==> src/rtl/cam_pixel_decimator.sv <==
// -----------------------------------------------------------------------------
// cam_pixel_decimator
//
// Captures an OV7670-style RGB565 byte stream, converts every kept pixel to
// 8-bit grayscale and decimates it by DEC in both axes.
//
// Kept pixels go into a small FIFO. Each FIFO entry carries two framing flags
// along with the pixel value.
//
// Ports
//   clk            sole clock, rising edge
//   rst            synchronous active-high reset
//   enable         capture enable, only looked at on frame boundaries
//   cam_vsync      camera VSYNC (already synchronised to clk)
//   cam_href       camera HREF  (already synchronised to clk)
//   cam_byte_valid one-cycle strobe per camera byte
//   cam_byte       RGB565 byte, high byte (RRRRRGGG) first, then low (GGGBBBBB)
//   pix_valid      FIFO head holds a pixel
//   pix_ready      consumer takes the head when pix_valid & pix_ready
//   pix_data       grayscale value of the head pixel
//   pix_sof        head pixel is the first kept pixel of its frame
//   pix_eol        head pixel is the last kept pixel of its row
//   frame_done     one-cycle pulse when a captured frame ends
//   overflow       sticky: a kept pixel was dropped on a full FIFO
//   clear_ovf      clears overflow (a simultaneous drop wins)
// -----------------------------------------------------------------------------
module cam_pixel_decimator #(
    parameter int IMG_W      = 640,
    parameter int IMG_H      = 480,
    parameter int DEC        = 4,
    parameter int FIFO_DEPTH = 4
) (
    input  logic       clk,
    input  logic       rst,
    input  logic       enable,
    input  logic       cam_vsync,
    input  logic       cam_href,
    input  logic       cam_byte_valid,
    input  logic [7:0] cam_byte,
    output logic       pix_valid,
    input  logic       pix_ready,
    output logic [7:0] pix_data,
    output logic       pix_sof,
    output logic       pix_eol,
    output logic       frame_done,
    output logic       overflow,
    input  logic       clear_ovf
);

    localparam int COL_W = $clog2(IMG_W + 1);
    localparam int ROW_W = $clog2(IMG_H + 1);
    localparam int PTR_W = $clog2(FIFO_DEPTH);
    localparam int CNT_W = PTR_W + 1;

    localparam logic [COL_W-1:0] COL_MAX  = COL_W'(IMG_W);
    localparam logic [ROW_W-1:0] ROW_MAX  = ROW_W'(IMG_H);
    localparam logic [31:0]      W_U      = 32'(IMG_W);
    localparam logic [31:0]      H_U      = 32'(IMG_H);
    localparam logic [31:0]      DEC_U    = 32'(DEC);
    localparam logic [31:0]      EOL_COL  = 32'(IMG_W - DEC);
    localparam logic [CNT_W-1:0] FULL_CNT = CNT_W'(FIFO_DEPTH);

    typedef enum logic [1:0] {
        IDLE    = 2'd0,
        SYNC    = 2'd1,
        CAPTURE = 2'd2
    } state_t;

    state_t state;

    logic             vsync_d;
    logic             href_d;
    logic             phase_low;
    logic [7:0]       high_byte;
    logic [COL_W-1:0] col;
    logic [ROW_W-1:0] row;

    logic             vsync_rise;
    logic             vsync_fall;
    logic             href_rise;
    logic             href_fall;
    logic             byte_take;
    logic             eff_low;
    logic             pixel_done;
    logic [31:0]      col_ext;
    logic [31:0]      row_ext;
    logic             keep;
    logic             is_sof;
    logic             is_eol;

    // Pipeline stage between byte capture and FIFO write
    logic             stg_valid;
    logic [15:0]      stg_pix;
    logic             stg_sof;
    logic             stg_eol;

    logic [7:0]       r8;
    logic [7:0]       g8;
    logic [7:0]       b8;
    logic [15:0]      gray_sum;

    // FIFO storage: {gray, sof, eol}
    logic [9:0]       mem [FIFO_DEPTH];
    logic [PTR_W-1:0] wr_ptr;
    logic [PTR_W-1:0] rd_ptr;
    logic [CNT_W-1:0] count;
    logic             full;
    logic             pop;
    logic             wr_ok;
    logic             drop;
    logic [9:0]       head;

    // Edge detection and the keep/discard decision for the current byte.
    // A byte arriving on the same cycle as the HREF rise is already a high
    // byte, so the phase register is bypassed on that cycle.
    always_comb begin
        vsync_rise = cam_vsync & ~vsync_d;
        vsync_fall = ~cam_vsync & vsync_d;
        href_rise  = cam_href & ~href_d;
        href_fall  = ~cam_href & href_d;
        byte_take  = (state == CAPTURE) && cam_href && cam_byte_valid;
        eff_low    = phase_low & ~href_rise;
        pixel_done = byte_take & eff_low;
        col_ext    = 32'(col);
        row_ext    = 32'(row);
        keep       = pixel_done
                     && (col_ext < W_U) && (row_ext < H_U)
                     && ((col_ext % DEC_U) == 32'd0)
                     && ((row_ext % DEC_U) == 32'd0);
        is_sof     = (col_ext == 32'd0) && (row_ext == 32'd0);
        is_eol     = (col_ext == EOL_COL);
    end

    // Frame state machine plus line/byte tracking. frame_done is a registered
    // pulse raised on the cycle after the VSYNC rise that ends a capture.
    // Column and row counters saturate so that oversized lines or frames
    // simply fall outside the kept window.
    always_ff @(posedge clk) begin
        if (rst) begin
            state      <= IDLE;
            frame_done <= 1'b0;
            vsync_d    <= 1'b0;
            href_d     <= 1'b0;
            phase_low  <= 1'b0;
            high_byte  <= 8'd0;
            col        <= '0;
            row        <= '0;
        end else begin
            vsync_d    <= cam_vsync;
            href_d     <= cam_href;
            frame_done <= 1'b0;

            case (state)
                IDLE: begin
                    if (enable) begin
                        state <= SYNC;
                    end
                end
                SYNC: begin
                    if (vsync_fall) begin
                        state     <= CAPTURE;
                        row       <= '0;
                        col       <= '0;
                        phase_low <= 1'b0;
                    end
                end
                CAPTURE: begin
                    if (vsync_rise) begin
                        frame_done <= 1'b1;
                        state      <= enable ? SYNC : IDLE;
                    end
                end
                default: begin
                    state <= IDLE;
                end
            endcase

            if (state == CAPTURE) begin
                if (href_rise) begin
                    col       <= '0;
                    phase_low <= 1'b0;
                end
                if (byte_take) begin
                    if (!eff_low) begin
                        high_byte <= cam_byte;
                        phase_low <= 1'b1;
                    end else begin
                        phase_low <= 1'b0;
                        if (col != COL_MAX) begin
                            col <= col + COL_W'(1);
                        end
                    end
                end
                if (href_fall && (row != ROW_MAX)) begin
                    row <= row + ROW_W'(1);
                end
            end
        end
    end

    // Single pipeline register: holds the raw RGB565 word and flags of a
    // kept pixel for one cycle while the grayscale value is computed.
    always_ff @(posedge clk) begin
        if (rst) begin
            stg_valid <= 1'b0;
            stg_pix   <= 16'd0;
            stg_sof   <= 1'b0;
            stg_eol   <= 1'b0;
        end else begin
            stg_valid <= keep;
            if (keep) begin
                stg_pix <= {high_byte, cam_byte};
                stg_sof <= is_sof;
                stg_eol <= is_eol;
            end
        end
    end

    // Channel expansion by bit replication, then the luma weights. The
    // weights sum to 256, so the maximum sum (65280) fits in 16 bits.
    always_comb begin
        r8       = {stg_pix[15:11], stg_pix[15:13]};
        g8       = {stg_pix[10:5],  stg_pix[10:9]};
        b8       = {stg_pix[4:0],   stg_pix[4:2]};
        gray_sum = (16'd77  * {8'd0, r8})
                 + (16'd150 * {8'd0, g8})
                 + (16'd29  * {8'd0, b8});
    end

    // FIFO control. A pop in the same cycle frees a slot, so a write to a
    // full FIFO still succeeds when the consumer takes the head.
    always_comb begin
        full  = (count == FULL_CNT);
        pop   = pix_valid & pix_ready;
        wr_ok = stg_valid & (~full | pop);
        drop  = stg_valid & full & ~pop;
    end

    // FIFO storage; no reset needed since reads are gated by pix_valid.
    always_ff @(posedge clk) begin
        if (wr_ok) begin
            mem[wr_ptr] <= {gray_sum[15:8], stg_sof, stg_eol};
        end
    end

    // FIFO pointers and occupancy. Contents persist across frames.
    always_ff @(posedge clk) begin
        if (rst) begin
            wr_ptr <= '0;
            rd_ptr <= '0;
            count  <= '0;
        end else begin
            if (wr_ok) begin
                wr_ptr <= wr_ptr + PTR_W'(1);
            end
            if (pop) begin
                rd_ptr <= rd_ptr + PTR_W'(1);
            end
            case ({wr_ok, pop})
                2'b10:   count <= count + CNT_W'(1);
                2'b01:   count <= count - CNT_W'(1);
                default: count <= count;
            endcase
        end
    end

    // Sticky overflow; a drop in the same cycle as clear_ovf keeps it set.
    always_ff @(posedge clk) begin
        if (rst) begin
            overflow <= 1'b0;
        end else if (drop) begin
            overflow <= 1'b1;
        end else if (clear_ovf) begin
            overflow <= 1'b0;
        end
    end

    // Head outputs are forced to zero whenever the FIFO is empty.
    assign head      = mem[rd_ptr];
    assign pix_valid = (count != '0);
    assign pix_data  = pix_valid ? head[9:2] : 8'd0;
    assign pix_sof   = pix_valid ? head[1]   : 1'b0;
    assign pix_eol   = pix_valid ? head[0]   : 1'b0;

endmodule

==> config.mk <==
export PLATFORM = sky130hd
export DESIGN_NAME = cam_pixel_decimator
export DESIGN_NICKNAME = d
export VERILOG_FILES = /design/src/rtl/cam_pixel_decimator.sv
export SDC_FILE = /design/constraint.sdc
export NUM_CORES = 1
export LEC_CHECK = 0
export CORE_MARGIN = 2
export CORE_UTILIZATION = 56
export CTS_CLUSTER_DIAMETER = 80
export DETAILED_ROUTE_END_ITERATION = 6
export MAX_ROUTING_LAYER = met4
export PLACE_DENSITY = 0.77
export SYNTH_ARGS = -nofsm -noshare
export SYNTH_HDL_FRONTEND = slang
export SYNTH_SLANG_ARGS = --single-unit
==> constraint.sdc <==
create_clock -name clk -period 6.2 [get_ports clk]
set_input_delay 1.24 -clock clk [delete_from_list [all_inputs] [get_ports clk]]
set_output_delay 1.24 -clock clk [all_outputs]
set_load 0.01 [all_outputs]
==> impl_metrics.tcl <==
set metrics [dict create \
    status "completed" \
    syn_area_per_cell_sq_um 10.8 \
    synth_top_flop_cell "dfxtp_1" \
    r2r_end "mem[3][9]" \
    drive_above_1_share_pct 11.0 \
    route.vias.total 4713 \
    max_freq_mhz 164 \
    required_ns 6.27 \
    hp-start "stg_valid" \
    overflow 0 \
    hold_viol_final 0 \
    synth_fp_nets 839 \
    initial_core_util_pct 57.7 \
    yosysWarningCount 0 \
    clock_sinks 102 \
    htree_levels 3 \
    dieHeight_um 118 \
    cts_tree "built" \
    clkLatencyLatePin_ns 0.36 \
    drc 0 \
    powerDensity_nw_per_um2 162 \
    crit-reg2reg-launch "stg_pix[6]" \
    dp_hpwl_mm 10.6 \
    routedWlPerCell_um 15.3 \
    drt-initial-drc-count 242 \
    numPortBuffers 28 \
    cts_hold_buffers 0 \
    dieArea_sq_um 14000 \
    grt_max_degree 61 \
    async_reset_ff_share_pct 0 \
    track_usage_pct 20.9 \
    max_cap_violations 0 \
    firstDrtPassIters 5 \
    wl_mm 13.6 \
    start_kind "flop" \
    root_buffer "clkbuf_16" \
    leakage_nw 3.67 \
    fp.dieW_um 118 \
    dp.cells 866 \
    ir_worst_vdd_uv 154 \
    area.growth.synth_to_final_pct 12.8 \
    fin_crit_sh_pct 98.1 \
    crit_arrival_ns 6.15 \
    worst_pin_slew_ns 1.10 \
    rsz0062_at_grt "true" \
    fin_crit_ns 6.08 \
    hold_path.class "reg -> reg" \
    ant_nets 0 \
    finalNonFillerCells 888 \
    syn-cell-area_sq_um 7310 \
    finClkSkew_ns 0.0123 \
    r2r_slack_ns 0.12 \
    final_core_util_pct 65.1 \
    hold_depth 2 \
    placeableCoreArea_sq_um 12700 \
    io_pins 29 \
    final_nets 874 \
    relSlewSlack_pct 26.5 \
    path_max_fanout 4 \
    gp_congestion 0.874 \
    grt_pass1_vias 4918 \
    synth-edff-count 40 \
    synthCells 676 \
    crit_type "reg -> reg" \
    end_kind "flop" \
    antenna_found_initial 0 \
    report.final.slew_viol_count 0 \
    clk_path_buf_depth 2 \
    synth.ff_latch_count 102 \
    fp-row-count 41 \
    cts_made_buffers 9 \
    grt_first_pass_wirelength_mm 22.7 \
    fillers 964 \
    cts.clk_slew.worst_paths_ns 0.07 \
    n_antenna_cell 0 \
    r2r_cells 22 \
    synth.distinct_cells 64 \
    viasPerCell 5.31 \
    finalSetupViolCount 0 \
    hold_end "overflow" \
    synth-seq-area-share_pct 33.4 \
]
-- where the power goes --
group | switching (W) | leakage (nW) | internal, W
logic | 0.0000142 | 2.64 | 0.0000126
registers | 0.00000174 | 0.858 | 0.000692
clock network | 0.000271 | 0.163 | 0.000347
-- layout by cell type, fill, tap and decap left out, drive strengths merged, types with 2 or more instances in the layout --
cell type | Yosys | final
or3 | 5 | 5
o21bai | 3 | 3
o31ai | 2 | 2
nor4b | 2 | 2
clkinv | 0 | 2
nand2 | 14 | 14
nand4 | 7 | 7
o21ai | 10 | 10
xor2 | 13 | 13
dfxtp | 62 | 62
edfxtp | 40 | 40
a31oi | 3 | 3
a21o | 2 | 2
nor3 | 9 | 9
nand2b | 5 | 5
a21oi | 25 | 25
and2 | 17 | 17
and3 | 5 | 5
fa | 55 | 55
xnor2 | 14 | 14
mux2 | 3 | 3
nand3 | 8 | 8
and4 | 5 | 5
inv | 113 | 116
nor2 | 66 | 66
or2 | 3 | 3
nor4 | 4 | 4
nor2b | 7 | 7
ha | 92 | 92
mux4 | 10 | 10
buf | 7 | 13
mux2i | 29 | 29
a211oi | 2 | 2
clkdlybuf4s50 | 0 | 27
a311oi | 3 | 3
clkbuf | 9 | 10
o21a | 8 | 8
-- layer usage --
metal	share of wire (%)	up-vias	GRT usage, %	wire length (um)
met5	0	-	-	0
met4	1.2	0	5.95	161
met3	2.5	10	3.33	341
met2	50	58	35.3	6860
met1	46	2301	26.0	6230
li1	-	2344	-	-
-- cell type report --
class / instances / area, sq um / area share (%)
clock inverters: 6 / 83.8 / 1.02
repair buffers: 40 / 365 / 4.43
inverters: 113 / 424 / 5.14
multi-input cells: 445 / 4470 / 54.1
clock buffers: 10 / 250 / 3.03
flip-flops and latches: 102 / 2450 / 29.7
well taps: 172 / 215 / 2.61
-- sequential cells by signal, indices dropped and copies added (netlist names), 2 cells and up, named ones only --
signal,cells
col,10
rd_ptr,2
wr_ptr,2
mem,40
count,3
high_byte,8
state,2
row,9
stg_pix,16
-- worst max path at each step --
stage / endpoint / cells past startpoint / slack [ns] / from
2_1_floorplan: mem[0][7] / 22 / 0.13 / stg_pix[9]
3_3_place_gp: mem[0][8] / 22 / 0.1 / stg_pix[7]
3_5_place_dp: mem[1][9] / 22 / -0.09 / stg_pix[7]
4_1_cts: mem[0][9] / 25 / 0.02 / stg_pix[6]
5_1_grt: mem[0][9] / 24 / -0.12 / stg_pix[6]
6_report: mem[3][9] / 22 / 0.12 / stg_pix[6]
-- cells in the mapped netlist, drive strengths merged, types with 13 or more instances --
library cell / count / area (sq um)
fa: 55 / 1100
nor2: 66 / 250
xor2: 13 / 114
a21oi: 25 / 133
inv: 113 / 424
dfxtp: 62 / 1240
xnor2: 14 / 123
nand2: 14 / 52.6
and2: 17 / 106
ha: 92 / 1150
edfxtp: 40 / 1200
mux2i: 29 / 290
-- critical path: stages, from the launching register on --
cell	delay, ns
dfxtp_2	0.33
ha_1	0.28
ha_1	0.31
ha_1	0.29
inv_1	0.05
fa_1	0.49
inv_1	0.06
ha_4	0.29
o21a_1	0.18
nor2_2	0.07
xnor2_2	0.17
fa_1	0.45
fa_1	0.50
inv_2	0.04
fa_2	0.53
fa_1	0.42
inv_1	0.08
ha_2	0.28
and3_4	0.15
a211oi_2	0.31
o21ai_1	0.14
xnor2_1	0.26
xnor2_2	0.12
-- metrics by stage --
step	hold WS, ns	worst slack (ns)	TNS [ns]	area [sq um]	total power [W]
6_report	0.483	0.121	0	8250	0.00134
3_3_place_gp	0.472	0.0968	0	7770	0.000735
5_1_grt	0.513	-0.118	-0.852	8250	0.00138
2_1_floorplan	0.447	0.130	0	7310	0.000722
4_1_cts	0.488	0.0159	0	8150	0.00135
3_5_place_dp	0.479	-0.0908	-0.773	7770	0.000736
-- repair_timing --
item,4_1_cts,5_1_grt
pin swaps,3,23
buffers inserted,4,3
gates resized for setup,1,19
hold endpoints to repair,0,0
cloned,0,0
endpoints found under the setup margin,12,20
-- cells by family after synthesis --
group / count (synthesis) / synth area share [%]
AOI/OAI and AO/OA: 69 / 6.57
xor gates and xnor gates: 27 / 3.23
adders and majority gates: 147 / 30.8
buffers and inverters: 129 / 6.91
DFF: 102 / 33.4
muxes: 42 / 7.56
and+or+nand+nor: 160 / 11.5
Power figures use the tool's default switching activity.
